<file path="config.mk">
export PLATFORM = sky130hd
export DESIGN_NAME = pad_ctrl
export DESIGN_NICKNAME = d
export VERILOG_FILES = /design/src/rtl/pad_ctrl.sv
export SDC_FILE = /design/constraint.sdc
export NUM_CORES = 1
export LEC_CHECK = 0
export CORE_MARGIN = 10
export CORE_UTILIZATION = 35
export DETAILED_ROUTE_END_ITERATION = 16
export GPL_TIMING_DRIVEN = 0
export HOLD_SLACK_MARGIN = 0.12
export PLACE_DENSITY = 0.68
export REMOVE_ABC_BUFFERS = 1
export SETUP_SLACK_MARGIN = 0.1
export SYNTH_ARGS = -nofsm -noshare
export SYNTH_HDL_FRONTEND = slang
export SYNTH_SLANG_ARGS = --single-unit
</file>
<file path="constraint.sdc">
create_clock -name clk -period 2.8 [get_ports clk]
set_input_delay 0.42 -clock clk [delete_from_list [all_inputs] [get_ports clk]]
set_output_delay 0.42 -clock clk [all_outputs]
set_load 0.03 [all_outputs]
</file>
<file path="src/rtl/pad_ctrl.sv">
// Padding sequencer for pktmux: counts message words into BLK_WORDS-word blocks,
// tracks length in bits, then steers pktmux through pad, zero and length words.
module pad_ctrl #(
  parameter int BLK_WORDS = 16
) (
  input  logic        clk,
  input  logic        rst,
  input  logic        pkt_valid,
  input  logic        pkt_last,
  output logic        pkt_ready,
  output logic        o_valid,
  input  logic        o_ready,
  output logic        pad_pkt,
  output logic        zero_pkt,
  output logic        mgln_pkt,
  output logic [63:0] msg_len,
  output logic        blk_done,
  output logic        msg_done
);

  localparam int IW = $clog2(BLK_WORDS);
  localparam logic [IW-1:0] IDX_PRE_LEN = IW'(BLK_WORDS - 2);
  localparam logic [IW-1:0] IDX_LAST    = IW'(BLK_WORDS - 1);

  typedef enum logic [1:0] {
    S_DATA,
    S_PAD,
    S_ZERO,
    S_LEN
  } state_t;

  state_t        state, state_nxt;
  logic [IW-1:0] widx;
  logic          xfer;

  assign xfer = o_valid && o_ready;

  // NOTE: every output and next-state signal gets a default before the case,
  // so no path through the block leaves a variable unassigned (no latches).
  always_comb begin
    state_nxt = state;
    o_valid   = 1'b0;
    pkt_ready = 1'b0;
    pad_pkt   = 1'b0;
    zero_pkt  = 1'b0;
    mgln_pkt  = 1'b0;
    unique case (state)
      S_DATA: begin
        o_valid   = pkt_valid;
        pkt_ready = o_ready;
        if (xfer && pkt_last) state_nxt = S_PAD;
      end
      S_PAD: begin
        o_valid = 1'b1;
        pad_pkt = 1'b1;
        if (xfer) state_nxt = (widx == IDX_PRE_LEN) ? S_LEN : S_ZERO;
      end
      S_ZERO: begin
        o_valid  = 1'b1;
        zero_pkt = 1'b1;
        if (xfer && widx == IDX_PRE_LEN) state_nxt = S_LEN;
      end
      S_LEN: begin
        o_valid  = 1'b1;
        mgln_pkt = 1'b1;
        if (xfer) state_nxt = S_DATA;
      end
      default: state_nxt = S_DATA;
    endcase
    // Handshakes are held off for the whole time reset is asserted.
    if (rst) begin
      o_valid   = 1'b0;
      pkt_ready = 1'b0;
    end
  end

  // NOTE: state registers use non-blocking assignments so every flop samples
  // the pre-edge values of the others, independent of statement order.
  always_ff @(posedge clk or posedge rst) begin
    if (rst) begin
      state    <= S_DATA;
      widx     <= '0;
      msg_len  <= '0;
      blk_done <= 1'b0;
      msg_done <= 1'b0;
    end else begin
      state    <= state_nxt;
      blk_done <= xfer && (widx == IDX_LAST);
      msg_done <= xfer && (state == S_LEN);
      if (xfer) begin
        widx <= widx + IW'(1);
        if (state == S_DATA)     msg_len <= msg_len + 64'd64;
        else if (state == S_LEN) msg_len <= '0;
      end
    end
  end

endmodule

</file>
==> metrics.txt <==
most frequent cells in the layout clkdlybuf4s50_1 (69), dfrtp_1 (65), nand2_1 (41); fill cell count between 900 and 1,000; Vias around 3,300; DP HPWL 7083 um; Synth Register Bits 66; Buf+Inv Stages, Crit Path 3; Ports between 70 and 80; Nets approximately 480; drt via density about 5.4; placed cell count 587; vias in the first global route between 3,000 and 4,000; hold depth 1; CTS tree built; Post-synth EDFFs 0; CTS H-tree depth 3; Post-Syn Instances approximately 400; row count 37; first-pass iteration count of the detailed router 4; initial core utilization 35.82%; final-report hold violation count 0; Post-Syn Area between 3000 and 4000 um^2; Die W 122.6 um; final-report setup violation count 0; CP top delay family buffers and inverters; CP startpoint kind input pin; fmax about 380 MHz; clk sink count 66; WS Path Type in2out; Post-Syn Area per Cell between 9 and 10 um^2; RR Startpoint state[0]; Pwr Density 608.1 nW/um^2; Worst-Margin Slew 0.7364 ns; max capacitance violation total 0; diode count 0; largest net degree at the start of global routing 68; Hold Path Class reg2reg; ANT nets after route 0; Seq/Total Area, Yosys between 40% and 50%; Synth top area share between 40 and 50%; Worst path max stage delay around 0.67 ns; drt wl/cell around 17 um; hold endpoint widx[3]; GRT overflow 0; Register-to-Register Path Depth 8; first-pass GRT wire length around 17,000 um; Netlist cell types 47; initial antenna violation count 0; root buffer cell clkbuf_8; Arr. time, crit path 2.18 ns; main area contributors after synthesis dfrtp_1 (45%), xor2_1 (4.3%), nand2_1 (4.2%), nor2_1 (4.2%), nand4_1 (3.6%); gpl congestion roughly 0.80; CP Depth 4; Tot GR Track Use ~14%; leak pwr 1.964 nW; Tot Pwr between 2 and 3 mW; reg-to-reg critical path endpoint msg_len[50]; Core Util, Final a little under half; Clock Tree Buf Depth 2; Crit. End Element primary output; die height approximately 120 um; CP max-delay cell clkdlybuf4s50_1; Primary FF master, synth dfrtp_1; layout cells sized above 1 between 10% and 20%; Slew headroom about 51%; most common cell after layout, fill and taps aside clkdlybuf4s50_1; Worst Hold Slack between 0.5 and 0.6 ns; die area approximately 15,000 um^2; DRC Markers 0; asr flop ratio synth 100.0%; Yosys Warn Count 0; FF-to-FF setup slack about 0.29 ns; Finished Layout Cells 612; Final min period 2.604 ns; area leader, netlist dfrtp_1; area delta synth->final 32.39%; initial DRC count 150; Clk Latency, worst-skew pair ~0.35 ns; Fin Setup TNS 0 ns; most frequent CP cell clkdlybuf4s50_1; Slew Viols, Final 0; final wirelength 10,260 um; crit-path cells clkdlybuf4s50_1, bufinv_16, and3_1, clkdlybuf4s50_1; RSZ-0062 raised after global routing yes; hold_sp widx[3]; Tcrit/Tclk final 93.00%; status finished clean; Worst Setup SP rst; CP required 2.38 ns; Num CTS Buffers 9; worst vdd ir 0.4150 mV; CORE AREA approximately 10,000 um^2; Clock transition at path regs 0.07 ns; Crit Path Max Fanout between 60 and 70; PortBufs 69; Setup Skew between 0.008 and 0.009 ns
[layout make-up]
class / count / area (um^2) / area share (%)
multi-input combinational: 308 / 1984 / 40.72
sequential: 66 / 1653 / 33.92
timing repair buffer: 78 / 790.8 / 16.23
tap: 136 / 170.2 / 3.492
clock buffer: 11 / 141.4 / 2.901
clock inverter: 5 / 77.57 / 1.592
inverter: 8 / 56.30 / 1.155
[where the power goes]
| group | total [mW] | switching, mW | internal (mW) |
|---|---|---|---|
| registers | 1.14 | 0.104 | 1.04 |
| logic | 0.917 | 0.549 | 0.369 |
| clock network | 0.903 | 0.380 | 0.523 |
| total | 2.96 | 1.03 | 1.93 |
[per-stage QoR]
stage / worst slack [ns] / instance area, um^2
floorplan: -0.6172 / 3588
global placement: -1.810 / 4449
detailed placement: -0.3722 / 4487
CTS: 0.1142 / 4801
global route: 0.08108 / 4873
finish: 0.1961 / 4873
[routing by layer]
metal  wire length (um)  up-vias  global-route usage [%]
met2               5084      108                   23.01
li1                   -     1581                       -
met1               4159     1600                   15.67
met3                886       14                   5.326
met5                  0        -                       0
met4                131        0                   4.271
[sequential cells by signal (all words and copies together) (netlist names)]
register	count
msg_len	58
widx	4
state	2
blk_done	1
msg_done	1
[synthesized netlist by cell type (6+ instances only)]
master,instances
a21oi_1,21
buf_4,6
clkbuf_1,6
dfrtp_1,66
ha_1,7
inv_1,8
nand2_1,41
nand3_1,25
nand4_1,21
nor2_1,41
nor3_1,12
o21ai_0,18
o31ai_1,8
or3_1,16
or4_1,10
xnor2_1,10
xor2_1,18
[worst max path at each step]
stage / slack (ns) / endpoint
floorplan: -0.62 / msg_len[35]
global placement: -1.81 / msg_len[59]
detailed placement: -0.37 / msg_len[50]
CTS: 0.11 / o_valid
global route: 0.08 / pkt_ready
finish: 0.20 / pkt_ready
[cell families (layout without fill, tap and decap cells)]
logic type                 Yosys count  count (layout)  synth area share [%]
muxes                                2               2                0.5439
xor gates and xnor gates            28              28                 6.662
AOI/OAI and AO/OA                   60              60                 9.858
adders and majority gates            7               7                 2.379
and+or+nand+nor                    204             205                 31.75
DFF                                 66              66                 44.87
other                                1               6                0.1019
buffers and inverters               27             102                 3.841
[what timing repair did]
action	in CTS	in global routing
setup endpoints to repair	37	21
gates resized for setup	10	6
cloned	1	0
hold buffers	0	0
buffers inserted	6	2
pin swaps	4	1
Power figures use the tool's default switching activity.
